--- config.mk ---
export PLATFORM = sky130hd
export DESIGN_NAME = fp_mul_wb_stage
export DESIGN_NICKNAME = d
export VERILOG_FILES = /design/src/rtl/fp_mul_wb_stage.sv
export SDC_FILE = /design/constraint.sdc
export NUM_CORES = 1
export LEC_CHECK = 0
export BUFFER_PORTS_ARGS = -buffer_cell sky130_fd_sc_hd__buf_2
export CORE_ASPECT_RATIO = 0.7
export CORE_UTILIZATION = 47
export DETAILED_ROUTE_END_ITERATION = 10
export PLACE_DENSITY = 0.72
export SYNTH_ARGS = -nofsm -noshare
export SYNTH_HDL_FRONTEND = slang
export SYNTH_SLANG_ARGS = --single-unit
--- constraint.sdc ---
create_clock -name clk -period 1.3 [get_ports clk]
set_input_delay 0.065 -clock clk [delete_from_list [all_inputs] [get_ports clk]]
set_output_delay 0.065 -clock clk [all_outputs]
set_load 0.1 [all_outputs]
--- src/rtl/fp_mul_wb_stage.sv ---
// Write-back stage behind the FP32 multiplier: 2-entry skid buffer with registered output,
// sticky exception flags and a maskable irq. Optional IV/O event counters under FP_EXC_CNT_EN.
module fp_mul_wb_stage #(
  parameter int unsigned CNT_W = 16
) (
  input  logic             clk,
  input  logic             rst,
  input  logic             in_valid,
  output logic             in_ready,
  input  logic [31:0]      in_result,
  input  logic [4:0]       in_exc,
  output logic             out_valid,
  input  logic             out_ready,
  output logic [31:0]      out_result,
  output logic [4:0]       out_exc,
  input  logic             sticky_clr,
  input  logic [4:0]       exc_mask,
  output logic [4:0]       sticky_flags,
`ifdef FP_EXC_CNT_EN
  output logic [CNT_W-1:0] cnt_iv,
  output logic [CNT_W-1:0] cnt_ov,
`endif
  output logic             irq
);

  // buf_state | meaning
  // EMPTY     | no entries, out_valid low
  // ONE       | head entry on out_*, tail free
  // TWO       | head and tail full, in_ready low
  typedef enum logic [1:0] {EMPTY = 2'd0, ONE = 2'd1, TWO = 2'd2} buf_state_e;

  buf_state_e  state_q, state_d;
  logic [36:0] head_q, head_d;
  logic [36:0] tail_q, tail_d;
  logic [4:0]  sticky_q, sticky_d;
  logic        irq_q, irq_d;
  logic        accept, emit;
  logic [4:0]  acc_exc;

  // in_ready depends only on registered occupancy, never on out_ready
  assign in_ready = ~rst & (state_q != TWO);
  assign accept   = in_valid & in_ready;
  assign emit     = (state_q != EMPTY) & out_ready;
  assign acc_exc  = accept ? in_exc : 5'b00000;

  always_comb begin
    state_d = state_q;
    head_d  = head_q;
    tail_d  = tail_q;
    unique case (state_q)
      EMPTY: begin
        if (accept) begin
          head_d  = {in_exc, in_result};
          state_d = ONE;
        end
      end
      ONE: begin
        if (accept && emit) begin
          head_d = {in_exc, in_result};
        end else if (accept) begin
          tail_d  = {in_exc, in_result};
          state_d = TWO;
        end else if (emit) begin
          state_d = EMPTY;
        end
      end
      TWO: begin
        if (emit) begin
          head_d  = tail_q;
          state_d = ONE;
        end
      end
      default: state_d = EMPTY;
    endcase
  end

  always_comb begin
    sticky_d = sticky_clr ? acc_exc : (sticky_q | acc_exc);
    irq_d    = |(sticky_q & ~exc_mask);
  end

  always_ff @(posedge clk) begin
    if (rst) begin
      state_q  <= EMPTY;
      head_q   <= '0;
      tail_q   <= '0;
      sticky_q <= '0;
      irq_q    <= 1'b0;
    end else begin
      state_q  <= state_d;
      head_q   <= head_d;
      tail_q   <= tail_d;
      sticky_q <= sticky_d;
      irq_q    <= irq_d;
    end
  end

  assign out_valid    = (state_q != EMPTY);
  assign out_result   = head_q[31:0];
  assign out_exc      = head_q[36:32];
  assign sticky_flags = sticky_q;
  assign irq          = irq_q;

`ifdef FP_EXC_CNT_EN
  localparam logic [CNT_W-1:0] CNT_MAX = {CNT_W{1'b1}};
  localparam logic [CNT_W-1:0] CNT_ONE = {{(CNT_W-1){1'b0}}, 1'b1};

  logic [CNT_W-1:0] cnt_iv_q, cnt_iv_d;
  logic [CNT_W-1:0] cnt_ov_q, cnt_ov_d;

  // a clear coinciding with a flagged accept restarts the count at one
  always_comb begin
    cnt_iv_d = cnt_iv_q;
    cnt_ov_d = cnt_ov_q;
    if (sticky_clr) begin
      cnt_iv_d = acc_exc[4] ? CNT_ONE : '0;
      cnt_ov_d = acc_exc[3] ? CNT_ONE : '0;
    end else begin
      if (acc_exc[4] && (cnt_iv_q != CNT_MAX)) cnt_iv_d = cnt_iv_q + CNT_ONE;
      if (acc_exc[3] && (cnt_ov_q != CNT_MAX)) cnt_ov_d = cnt_ov_q + CNT_ONE;
    end
  end

  always_ff @(posedge clk) begin
    if (rst) begin
      cnt_iv_q <= '0;
      cnt_ov_q <= '0;
    end else begin
      cnt_iv_q <= cnt_iv_d;
      cnt_ov_q <= cnt_ov_d;
    end
  end

  assign cnt_iv = cnt_iv_q;
  assign cnt_ov = cnt_ov_q;
`endif

endmodule

==> impl_table.tex <==
\begin{tabular}{lr}
\hline
Metric & Value \\
\hline
\multicolumn{2}{l}{\textbf{Critical path}} \\
Worst Reg-to-Reg Cells & 4 \\
Worst R2R Start & state\_q[1] \\
Worst setup EP type & flop \\
Delay of the slowest cell on the worst path & roughly 370 ps \\
Arrival time of data at the critical path endpoint & roughly 1600 ps \\
Worst-case register-to-register setup slack & -70 ps \\
Cell-by-cell listing of the critical path & and3b\_2 > a31o\_4 > buf\_12 > a211oi\_1 \\
Reg2reg end & head\_q[14] \\
Critical path type & reg -> reg \\
Maximum net fanout on the critical path & 18 \\
Data required time of the critical path & $\sim$1500 ps \\
Type of element launching the critical path & flop \\
Cell with the biggest individual delay on the critical path & dfxtp\_4 \\
\multicolumn{2}{l}{\textbf{Timing}} \\
Pin slew with the least headroom to its limit & 554 ps \\
Slew Limit Headroom & between 60\% and 70\% \\
Finish-stage setup viols & 37 \\
Time the worst path needs with I/O delays and setup & between 1000 and 1500 ps \\
Final WS setup & -66.1 ps \\
Final hold vios & 0 \\
Fin Clk Skew & 4.97 ps \\
Final period utilization & 105\% \\
Unrepaired setup endpoints after global routing & true \\
Maximum frequency from static timing analysis & between 0.7 and 0.8 GHz \\
Fin. max-slew vios & 0 \\
\multicolumn{2}{l}{\textbf{Detailed routing}} \\
Detailed route wirelength on metal3 & 626 um \\
Wire per inst & 20.1 um \\
DRC violations left & 0 \\
Routed length on met1 & 5260 um \\
Starting DRC count in detailed routing & approximately 320 \\
Vias after detailed routing & between 3k and 4k \\
Drt first pass iters & 5 \\
Residual antenna-violating net count after detailed routing & 0 \\
Uppermost routed layer & met4 \\
DR WL met2 & 5710 um \\
Routed Wire Length & about 12000 um \\
Via density & between 6 and 7 \\
\multicolumn{2}{l}{\textbf{Pwr}} \\
P per Cell Area & 1350 mW/mm\^{}2 \\
Static leakage & between 2 and 2.5 nW \\
Final total power & 7.22 mW \\
VDD IR max & 0.689 mV \\
\multicolumn{2}{l}{\textbf{Place}} \\
Placer's final routability congestion estimate & 0.832 \\
Cell Area, Placed & around 0.0045 sq mm \\
Input/output buffers & just over 90 \\
Worst slack at placement & -54.7 ps \\
Total placed cells including tap cells & 560 \\
Estimated wirelength of the detail-placed design & approximately 6900 um \\
\multicolumn{2}{l}{\textbf{Finish}} \\
Antenna diodes & 0 \\
Post-layout utilization of the core & 71.0\% \\
Fraction of layout cells with a size suffix above 1 & a little under three fifths \\
Area overhead of the layout relative to synthesis & 42.2\% \\
Final instance count without filler cells & between 500 and 600 \\
Post-route cell area & between 0.005 and 0.006 sq mm \\
FILL cells & 506 \\
Number of nets in the final layout & between 500 and 600 \\
\multicolumn{2}{l}{\textbf{Synth}} \\
Synthesized netlist net count & between 400 and 500 \\
EDFF count, synth & 0 \\
Warnings from Yosys & 0 \\
Avg Synthesized Cell Area & between 9 and 10 sq um \\
Share of flip-flops with an asynchronous set or reset after synthesis & 0\% \\
Main flop type after synthesis & dfxtp\_1 \\
Number of distinct library cells after synthesis & 30 \\
Sequential cell area fraction in the yosys report & 43.8\% \\
Synthesized netlist cell count & between 300 and 400 \\
Post-synthesis cell area & between 0.003 and 0.004 sq mm \\
Count of state elements after synthesis & 82 \\
\multicolumn{2}{l}{\textbf{Global route}} \\
Total congestion overflow after global routing & 0 \\
Global routing usage summed across all routing layers & between 20\% and 30\% \\
Pin count of the biggest net entering global routing & 45 \\
Number of antenna violations at the first check in global routing & 0 \\
Vias in the first global route & approximately 3.5k \\
Global-route wire length before repair & approximately 18000 um \\
\multicolumn{2}{l}{\textbf{Floorplan}} \\
Die W & around 110 um \\
FP Rows & 26 \\
Floorplan die area & $\sim$0.0083 sq mm \\
Core area & 0.00751 sq mm \\
Starting utilization of the core area & 49.9\% \\
Ports placed on the boundary & 92 \\
Floorplan die height & between 70 and 80 um \\
\multicolumn{2}{l}{\textbf{Clocking}} \\
Clock input transition at the sequential cells of the worst setup and hold paths & 60 ps \\
CTS tree & done \\
H-tree depth & 3 \\
Number of sinks handled by clock tree synthesis & 82 \\
Cell at the root of the clock tree & clkbuf\_16 \\
Number of buffers inserted during clock tree synthesis & 9 \\
Maximum count of clock buffers along a single path & 2 \\
Clk Latency, worst-skew pair & 330 ps \\
\multicolumn{2}{l}{\textbf{Hold path}} \\
Number of cells traversed by the worst hold path & 3 \\
Hold Path Sink & tail\_q[8] \\
Worst hold path startpoint & in\_result[8] \\
Worst hold-check path type & in -> reg \\
\multicolumn{2}{l}{\textbf{Flow run}} \\
Max Cap Viol & 0 \\
\multicolumn{2}{l}{\textbf{Outcome}} \\
Result of the run & finished with violations \\
Violations in the final reports & setup timing \\
\hline
\end{tabular}
[Yosys cell counts (all sizes together) (4+ instances only)]
cell type  number  area share [%]
nand2b          4            0.67
clkbuf         22             2.2
mux2i          38              10
dfxtp          82              44
nor2            7            0.70
a311oi         37             8.6
inv             5            0.50
nand3          37             4.9
a32oi           5             1.2
o21ai          37             4.9
buf            29             5.5
a211oi         37             8.9
a21oi          38             5.1
[state kept, by name (all words and copies together), names as in the netlist]
register,count
head_q,37
state_q,2
irq,1
tail_q,37
sticky_flags,5
[logic make-up after synthesis]
family / share of synthesized area, %
AOI/OAI and AO/OA: 29.9
and+or+nand+nor: 8.04
buffers and inverters: 8.18
DFF: 43.8
muxes: 10.1
[layout make-up]
cell class	count	area [sq um]	share of cell area [%]
Clock buffer	10	239	4.48
Clock inverter	6	90.1	1.69
Inverter	5	21.3	0.399
Multi-Input combinational cell	253	2260	42.3
Sequential cell	82	1690	31.7
Tap cell	98	123	2.30
Timing Repair Buffer	129	911	17.1
[metal layers]
| layer | vias to the layer above | GRT usage, % |
|---|---|---|
| met3 | 10 | 6.55 |
| met2 | 129 | 44.4 |
| met4 | 0 | 10.9 |
| met5 | - | 0 |
| met1 | 1821 | 37.5 |
| li1 | 1680 | - |
[per-stage QoR]
step,TNS (ps),hold WS [ps]
after global routing,-2510,11.8
final,-976,6.57
after detailed placement,-573,353
after floorplan,-33.6,213
after global placement,0,342
after CTS,-252,0.939
[worst max-delay path, delay by kind of cell, from the launching register on]
kind            cells  cell delay, ps
compound gates      2             460
buf+inv             1             160
flops               1             370
simple gates        1             260
[how the worst max path moves through the flow]
stage	startpoint	slack, ps	to
after global placement	state_q[0]	20	head_q[35]
after floorplan	state_q[0]	-30	in_ready
after CTS	state_q[0]	-40	in_ready
final	state_q[1]	-70	head_q[14]
after detailed placement	state_q[0]	-50	head_q[30]
after global routing	state_q[0]	-110	head_q[14]
[layout by cell type, fill, tap and decap left out, drive strengths merged, types with 5 or more instances in the layout]
cell,n
clkbuf,10
inv,5
a32oi,5
a211oi,37
mux2i,38
nor2,7
buf,128
a311oi,37
dfxtp,82
o21ai,37
nand3,37
a21oi,38
[where the power goes]
part,internal [mW],switching [mW],total [mW]
logic,0.487,1.22,1.71
clock network,1.74,1.03,2.77
registers,2.65,0.0912,2.74
total,4.87,2.34,7.22
[what timing repair did]
item                                    4_1_cts  5_1_grt
endpoints found under the setup margin       37       47
setup buffers                                 5        0
resized for setup                            33       54
endpoints found under the hold margin         1        0
hold buffers                                  1        0
pin swaps                                     0        9
cloned                                        1        0
Note: power is estimated with default switching activity, not from simulation.
